$ cat config.mk
export PLATFORM = sky130hd
export DESIGN_NAME = load_extend_unit
export DESIGN_NICKNAME = d
export VERILOG_FILES = /design/src/rtl/load_extend_unit_pkg.sv /design/src/rtl/load_format.sv /design/src/rtl/load_extend_unit.sv
export SDC_FILE = /design/constraint.sdc
export NUM_CORES = 1
export LEC_CHECK = 0
export CAP_MARGIN = 20
export CELL_PAD_IN_SITES_DETAIL_PLACEMENT = 0
export CELL_PAD_IN_SITES_GLOBAL_PLACEMENT = 1
export CORE_ASPECT_RATIO = 2
export CORE_MARGIN = 3
export CORE_UTILIZATION = 35
export CTS_BUF_LIST = sky130_fd_sc_hd__clkbuf_2
export DETAILED_ROUTE_END_ITERATION = 8
export PLACE_DENSITY = 0.78
export RECOVER_POWER = 25
export SKIP_CTS_REPAIR_TIMING = 1
export SYNTH_ARGS = -nofsm -noshare
export SYNTH_HDL_FRONTEND = slang
export SYNTH_SLANG_ARGS = --single-unit
$ cat constraint.sdc
create_clock -name clk -period 2.6 [get_ports clk]
set_clock_uncertainty 0.15 [all_clocks]
set_input_delay 0.26 -clock clk [delete_from_list [all_inputs] [get_ports clk]]
set_output_delay 0.26 -clock clk [all_outputs]
set_load 0.005 [all_outputs]
$ cat src/rtl/load_extend_unit_pkg.sv
// Shared load-formatting definitions: MIPS load opcodes and lane-kind decode.
// Optional feature macro: LOAD_EXTEND_LWLR_EN (LWL/LWR unaligned merge).
package load_extend_unit_pkg;

  localparam logic [5:0] OPCODE_LB  = 6'h20;
  localparam logic [5:0] OPCODE_LH  = 6'h21;
  localparam logic [5:0] OPCODE_LWL = 6'h22;
  localparam logic [5:0] OPCODE_LW  = 6'h23;
  localparam logic [5:0] OPCODE_LBU = 6'h24;
  localparam logic [5:0] OPCODE_LHU = 6'h25;
  localparam logic [5:0] OPCODE_LWR = 6'h26;

  typedef enum logic [2:0] {
    BYTE,
    HALF,
    WORD,
    LEFT,
    RIGHT
  } load_kind_t;

  // Unknown opcodes (and LWL/LWR when the merge is not built) behave as WORD.
  function automatic load_kind_t decode_kind(input logic [5:0] opcode);
    load_kind_t k;
    case (opcode)
      OPCODE_LB, OPCODE_LBU: k = BYTE;
      OPCODE_LH, OPCODE_LHU: k = HALF;
`ifdef LOAD_EXTEND_LWLR_EN
      OPCODE_LWL:            k = LEFT;
      OPCODE_LWR:            k = RIGHT;
`endif
      default:               k = WORD;
    endcase
    return k;
  endfunction

  function automatic logic is_unsigned(input logic [5:0] opcode);
    return (opcode == OPCODE_LBU) || (opcode == OPCODE_LHU);
  endfunction

endpackage

$ cat src/rtl/load_format.sv
// Combinational lane select and sign/zero extension for one load.
// Optional feature macro: LOAD_EXTEND_LWLR_EN adds the rt_data port and LWL/LWR merge.
module load_format
  import load_extend_unit_pkg::*;
#(
  parameter int DATA_WIDTH = 32,
  localparam int OFS_W = $clog2(DATA_WIDTH / 8)
) (
  input  logic [5:0]            opcode,
  input  logic [OFS_W-1:0]      offset,
  input  logic [DATA_WIDTH-1:0] mem_data,
`ifdef LOAD_EXTEND_LWLR_EN
  input  logic [DATA_WIDTH-1:0] rt_data,
`endif
  output logic [DATA_WIDTH-1:0] data,
  output logic                  addr_err
);

  load_kind_t            kind;
  logic                  uns;
  logic [OFS_W-1:0]      ofs_h;
  logic [DATA_WIDTH-1:0] byte_sh;
  logic [DATA_WIDTH-1:0] half_sh;
  logic [7:0]            bsel;
  logic [15:0]           hsel;
`ifdef LOAD_EXTEND_LWLR_EN
  logic [DATA_WIDTH-1:0] lmask;
  logic [DATA_WIDTH-1:0] rmask;
`endif

  // Pick the addressed lane and extend it; misaligned halves use the even lane.
  always_comb begin
    kind     = decode_kind(opcode);
    uns      = is_unsigned(opcode);
    ofs_h    = offset;
    ofs_h[0] = 1'b0;
    byte_sh  = mem_data >> {offset, 3'b000};
    half_sh  = mem_data >> {ofs_h, 3'b000};
    bsel     = byte_sh[7:0];
    hsel     = half_sh[15:0];
`ifdef LOAD_EXTEND_LWLR_EN
    // ~offset*8 == DATA_WIDTH-8*(offset+1) because lanes are a power of two.
    lmask    = '1;
    lmask    = lmask << {~offset, 3'b000};
    rmask    = '1;
    rmask    = rmask >> {offset, 3'b000};
`endif
    data     = mem_data;
    addr_err = 1'b0;
    case (kind)
      BYTE: data = {{(DATA_WIDTH-8){bsel[7] & ~uns}}, bsel};
      HALF: begin
        data     = {{(DATA_WIDTH-16){hsel[15] & ~uns}}, hsel};
        addr_err = offset[0];
      end
`ifdef LOAD_EXTEND_LWLR_EN
      LEFT:  data = (mem_data << {~offset, 3'b000}) | (rt_data & ~lmask);
      RIGHT: data = (mem_data >> {offset, 3'b000}) | (rt_data & ~rmask);
`endif
      default: addr_err = (opcode == OPCODE_LW) && (offset != '0);
    endcase
  end

endmodule

$ cat src/rtl/load_extend_unit.sv
// Registered load-data formatter with valid/ready and a two-entry skid.
// Optional feature macro: LOAD_EXTEND_LWLR_EN (LWL/LWR merge using in_rt_data).
module load_extend_unit
  import load_extend_unit_pkg::*;
#(
  parameter int DATA_WIDTH = 32,
  localparam int OFS_W = $clog2(DATA_WIDTH / 8)
) (
  input  logic                  clk,
  input  logic                  reset,
  input  logic                  in_valid,
  output logic                  in_ready,
  input  logic [5:0]            in_opcode,
  input  logic [OFS_W-1:0]      in_offset,
  input  logic [DATA_WIDTH-1:0] in_mem_data,
  input  logic [DATA_WIDTH-1:0] in_rt_data,
  output logic                  out_valid,
  input  logic                  out_ready,
  output logic [DATA_WIDTH-1:0] out_data,
  output logic                  out_addr_err
);

  logic [DATA_WIDTH-1:0] fmt_data;
  logic                  fmt_err;

  logic                  main_valid;
  logic [DATA_WIDTH-1:0] main_data;
  logic                  main_err;
  logic                  skid_valid;
  logic [DATA_WIDTH-1:0] skid_data;
  logic                  skid_err;

  load_format #(
    .DATA_WIDTH(DATA_WIDTH)
  ) u_format (
    .opcode   (in_opcode),
    .offset   (in_offset),
    .mem_data (in_mem_data),
`ifdef LOAD_EXTEND_LWLR_EN
    .rt_data  (in_rt_data),
`endif
    .data     (fmt_data),
    .addr_err (fmt_err)
  );

`ifndef LOAD_EXTEND_LWLR_EN
  logic unused_rt;
  assign unused_rt = ^in_rt_data;
`endif

  // Formatting happens before storage, so rt_data lives inside the stored result.
  assign in_ready     = !skid_valid;
  assign out_valid    = main_valid;
  assign out_data     = main_data;
  assign out_addr_err = main_err;

  // Main/skid pipeline: main refills from skid first, else from the input.
  always_ff @(posedge clk) begin
    if (reset) begin
      main_valid <= 1'b0;
      main_data  <= '0;
      main_err   <= 1'b0;
      skid_valid <= 1'b0;
      skid_data  <= '0;
      skid_err   <= 1'b0;
    end else if (!main_valid || out_ready) begin
      if (skid_valid) begin
        main_valid <= 1'b1;
        main_data  <= skid_data;
        main_err   <= skid_err;
        skid_valid <= 1'b0;
      end else if (in_valid) begin
        main_valid <= 1'b1;
        main_data  <= fmt_data;
        main_err   <= fmt_err;
      end else begin
        main_valid <= 1'b0;
      end
    end else if (in_valid && !skid_valid) begin
      skid_valid <= 1'b1;
      skid_data  <= fmt_data;
      skid_err   <= fmt_err;
    end
  end

endmodule

* Word-level counts from Yosys, hierarchy flattened
Index checks and enable logic that the tools add are counted.
** Word-level totals
- Register bits :: 68
- Input port bits :: 76
- Output and inout bits :: 35
- Logic and storage cells :: 41
** Cells by class
- Equality and inequality tests :: 6
- Shift operators :: 2
- Muxes and demuxes :: 9
- Bitwise gates (word level) :: 4
- Reduce and logical (&&, ||, !) cells :: 14
** Operators with widths (number)
- $mux 32 :: 2
- $pmux 32 s2 :: 1
- $shr 32x5->16 :: 1
- $shr 32x5->8 :: 1
- $eq 6x6->1 const B :: 5
- $reduce_or 2->1 :: 3
- $mux 1 :: 4
- $pmux 2 s2 :: 1
- $reduce_and 2->1 :: 2
- $reduce_bool 2->1 :: 2
- $logic_not 3->1 :: 1
- $and 1x1->1 :: 2
- $eq 2x1->1 const B :: 1
- $logic_and 1x1->1 :: 2
- $logic_not 1->1 :: 2
- $logic_or 1x1->1 :: 2
- $not 1->1 :: 2
- $pmux 1 s2 :: 1

* Depth between registers and ports, before layout
- Depth in word-level cells :: 7
- Gate-level depth with buffers :: 7
- Gate-level depth less buffers :: 4

* By module
Synthesis repeated with hierarchy kept, for this count alone.
** Unflattened totals
- Cells, all modules :: 430
- Area total of the unflattened synthesis :: 3870.0 µm²
** Modules (own cells, without submodules)
- load_extend_unit :: instances 1, cells each 307, area each 2914.0 µm², sequential area each 1361.3 µm²
- load_format :: instances 1, cells each 123, area each 955.9 µm², sequential area each 0.0 µm²

* Worst setup path before layout
OpenSTA, ideal clock, no wires.
- Path type :: in2reg
- Start :: in in_offset[1]
- End :: reg main_data[10] (netlist: out_data[10])
- Library setup time :: 0.117 ns
- Data arrival time :: 1.810 ns
- Data required time :: 2.333 ns
- Setup slack :: 0.523 ns
- Stages on the path :: 5
- Path buffers :: 1
- Path through :: clkbuf_1 mux4_1 a41oi_1 nand3_1 a32o_1
** On the way
- Longest elaborated chain between the ends :: 5
- Elaborated cells between the ends (all ways) :: 6
- Classes of those cells :: shift: 2; mux: 3; bitwise: 1
** Ends and longest elaborated chain
- start: declaration :: RTL line load_extend_unit.sv:14 : input logic [OFS_W-1:0] in_offset,
- $shr 32x5->8 :: RTL line load_format.sv:37 : byte_sh = mem_data >> {offset, 3'b000};
- $and 1x1->1 :: RTL line load_format.sv:51 : BYTE: data = {{(DATA_WIDTH-8){bsel[7] & ~uns}}, bsel};
- $pmux 32 s2 * :: RTL line load_format.sv:50 : case (kind)
- $mux 32 * :: RTL line load_extend_unit.sv:72 : end else if (in_valid) begin
- $mux 32 * :: RTL line load_extend_unit.sv:67 : if (skid_valid) begin
- end signal: assignment :: RTL line load_extend_unit.sv:69 : main_data <= skid_data;
- end signal: assignment :: RTL line load_extend_unit.sv:74 : main_data <= fmt_data;
- end: declaration :: RTL line load_extend_unit.sv:27 : logic [DATA_WIDTH-1:0] main_data;
Every way passes the cells marked *; elsewhere a longest branch is shown, timed or not. The select of a mux whose other input is x is not followed.
A chain may end at the register's enable or synchronous reset.

* Worst setup path after layout
- Start :: reg skid_valid
- End :: out in_ready
** On the way
- Longest elaborated chain between the ends :: 1
** Ends and longest elaborated chain
- start: declaration :: RTL line load_extend_unit.sv:29 : logic skid_valid;
- start signal: assignment :: RTL line load_extend_unit.sv:63 : skid_valid <= 1'b0;
- start signal: assignment :: RTL line load_extend_unit.sv:71 : skid_valid <= 1'b0;
- start signal: assignment :: RTL line load_extend_unit.sv:80 : skid_valid <= 1'b1;
- $logic_not 1->1 :: RTL line load_extend_unit.sv:52 : assign in_ready = !skid_valid;
- end: declaration :: RTL line load_extend_unit.sv:12 : output logic in_ready,
No other way between the ends.

==> run summary <==
The largest single stage delay on the critical path is 0.65 ns. In this run the worst path has a maximum fanout of 16. For this design the ratio of total power to cell area is 467.1 mW/mm^2.

In this run the cell area of the synthesized design comes to 0.003447 sq mm. Clock-pin slew was measured on the worst setup and hold paths at 0.19 ns. The instance count along the most critical hold path is 3, and the met1 capacity usage during global routing is 0.2415. The first global-routing pass estimated 18190 um of wire.

The number of instances in the synthesized netlist was 391. Leaving out fill and tap cells, the most frequent cells in the layout are dfxtp_1 (68), clkdlybuf4s50_1 (67), o21ai_0 (56), nand2_1 (40), a221oi_1 (26). The clock latency on the worst-skew pair was 0.53 ns; the number of storage elements in the synthesis netlist was 68. The area of the core region was 0.009509 sq mm; the routability-driven placement congestion ratio was 0.8433.

The tool flagged a number of max-cap violations equal to 0. The run gives 0.001881 sq mm as the footprint of the multi-input gates. The die is 146.3 um tall.

The main flop type after synthesis was dfxtp_1. The logs give 0.3083 for the relative slew slack and 0.2725 mV for the peak ir drop on the vdd network. Summing all non-filler instances in the final layout gives an area of 0.004586 sq mm. After detailed routing, the number of remaining DRC violations is 0.

The pin count of the biggest net entering global routing was 58. The post-route clock period utilization was 0.9219; the total global-route track usage was 0.2076. The die is 76.18 um wide. The routed design has 11380 um of wire. The per-cell via count in the routed design was 5.886. The root buffer cell chosen for the clock tree is clkbuf_2. The leakage power total was 1.748 nW. For the worst-case setup margin in the final layout, the log shows 0.2031 ns.

The worst setup path is of the flop to primary output kind. Setup violations remaining at the end of the flow were counted as 0. The count of input and output buffers was 78; the number of synthesized flops with an enable pin was 0. Prior to clock tree synthesis, the placed netlist has a worst setup slack of -0.01098 ns. Counting the fill cells in the layout gives 957. The share of synthesized area occupied by flip-flops and latches is 0.3949. Detailed routing inserted a total of 3573 vias. The library cell contributing the largest single delay on the critical path was dfxtp_1.

During I/O placement, the number of pins put on the boundary was 111. The share of flip-flops with an asynchronous set or reset after synthesis works out to 0. For the met2 track demand over resource in global routing, the log shows 0.3519. The run gives 0 as the final global-route overflow total.

The overall die area was 0.01115 sq mm. The startpoint type of the worst setup path is a flop. Registers take 0.001361 sq mm. The tools report the estimated wirelength of the detail-placed design as 8016 um.

The run finished with clean final reports. Based on the critical path, the design can be clocked at up to 417.2 MHz. For the starting density of the core, the log shows 0.3625. The detailed router finished its first iteration with 214 violations. For this design, the sink count on the clock tree is 68. The initial antenna violation count is 1, and the path depth of the worst reg2reg path is 5. The number of library cell types mapped by synthesis was 46.

For the pin with the worst max-slew slack, the measured transition is 1.035 ns. The number of rows in the core area is 50. The number of buffers on the longest clock path was 2; the number of antenna-violating nets in the routed design was 0. Traced cell by cell, the critical path runs through inv_2 -> clkdlybuf4s50_1. The count of H-tree levels built during CTS is 3. Counting the buffers created by CTS gives 9. Once placement finished, the instance area stood at 0.004523 sq mm.

Leaving out fill and tap cells, the most frequent cell in the layout is dfxtp_1. The required time of the critical path was 2.19 ns; the met3 track demand over resource was 0.04444. The total placed cells including tap cells came out at 590. For the number of pins exceeding their max-slew limit in the final report, the log shows 0. At the worst endpoint, the arrival time is 1.99 ns.

The min-delay analysis places its worst path in the category input pin to flop. The tools report the endpoint class of the critical path as a primary output. The clock period could shrink to 2.397 ns.

Setup repair after global routing left no endpoint under its margin. For the final count of hold timing violations, the log shows 0. Dividing the synthesized area by the synthesized cell count gives 8.816 sq um. Summed over all failing endpoints, the final setup total negative slack is 0 ns. TritonCTS built the clock tree. In the final routed layout, each cell accounts on average for 18.74 um. Number of global-route vias before repair: 3556.

During synthesis, Yosys emitted a total of 0 warnings. The logs give 607 for the final standard cell count with taps included and fillers excluded and 467 for the net count after synthesis. Relative to the synthesized area, the layout overhead comes to 33.03%. For this run, the post-layout net count is 547. The number of iterations in the first detailed-routing pass is 5, and the ratio of cells with drive above 1 in the final layout is 0.1324.

The global routing stage identified its most utilized layer as met2.
## critical path, delay by kind of cell (launching register included)
| kind | cells | cell delay, ns |
|---|---|---|
| buf+inv | 2 | 0.80 |
| flops | 1 | 0.65 |
## synthesized netlist by cell type (all sizes together), types with 2 or more instances
library cell / n / area share
dfxtp: 68 / 0.39
o21ai: 57 / 0.083
nand2: 40 / 0.044
clkbuf: 31 / 0.034
a221oi: 26 / 0.066
a31oi: 22 / 0.040
nor2: 16 / 0.017
a21oi: 12 / 0.017
inv: 12 / 0.013
mux2: 10 / 0.034
nor3: 10 / 0.015
and3: 9 / 0.016
mux4: 9 / 0.068
buf: 8 / 0.014
nand3: 8 / 0.012
nand4: 8 / 0.015
o31a: 8 / 0.020
a32o: 6 / 0.017
a32oi: 6 / 0.015
nor2b: 3 / 0.0054
a211oi: 2 / 0.0080
nor4: 2 / 0.0036
## final timing paths
path                                       from             to  slack (ns)
worst max-delay path                 skid_valid       in_ready        0.20
worst min-delay path            in_mem_data[21]  skid_data[21]        0.22
worst max register to register       skid_valid   skid_data[2]        0.32
worst min register to register     out_data[19]   out_data[19]        0.33
## kinds of logic after synthesis
family	Yosys count	synth area share
AO/OA/AOI/OAI	148	0.2893
buffers and inverters	51	0.06061
flip-flops	68	0.3949
multiplexers	20	0.1042
AND/OR/NAND/NOR	104	0.1510
## stage by stage
stage / total power, W / hold slack (ns) / utilization
after floorplan: 0.001391 / 0.2751 / -
after global placement: 0.001661 / 0.3149 / 0.4757
after detailed placement: 0.001668 / 0.3118 / 0.4757
after CTS: 0.002165 / 0.1950 / 0.4842
after global routing: 0.002248 / 0.2112 / 0.4822
final: 0.002142 / 0.2242 / 0.4822
## flip-flops by register name, indices dropped and copies added, names as in the netlist
register and flops:
out_addr_err 1, out_data 32, skid_err 1, skid_valid 1, out_valid 1, skid_data 32
## layer usage
layer,routed length (um),part of all wire
met2,5817,0.51
met4,368,0.032
met1,4519,0.40
met5,0,0
met3,672,0.059
## report_power, final
part	switching (W)	leakage, nW	total (W)	internal, W
logic	0.000240	1.13	0.000501	0.000260
registers	0.0000311	0.558	0.00114	0.00111
clock network	0.000384	0.0589	0.000503	0.000120
total	0.000655	1.75	0.00214	0.00149
## cell type report
| class | count | share of cell area |
|---|---|---|
| Antenna cell | 1 | 0.0005457 |
| Clock buffer | 10 | 0.01091 |
| Clock inverter | 6 | 0.006821 |
| Inverter | 12 | 0.009823 |
| Multi-Input combinational cell | 272 | 0.4101 |
| Sequential cell | 68 | 0.2969 |
| Tap cell | 130 | 0.03547 |
| Timing Repair Buffer | 108 | 0.2295 |
Power figures use the tool's default switching activity.
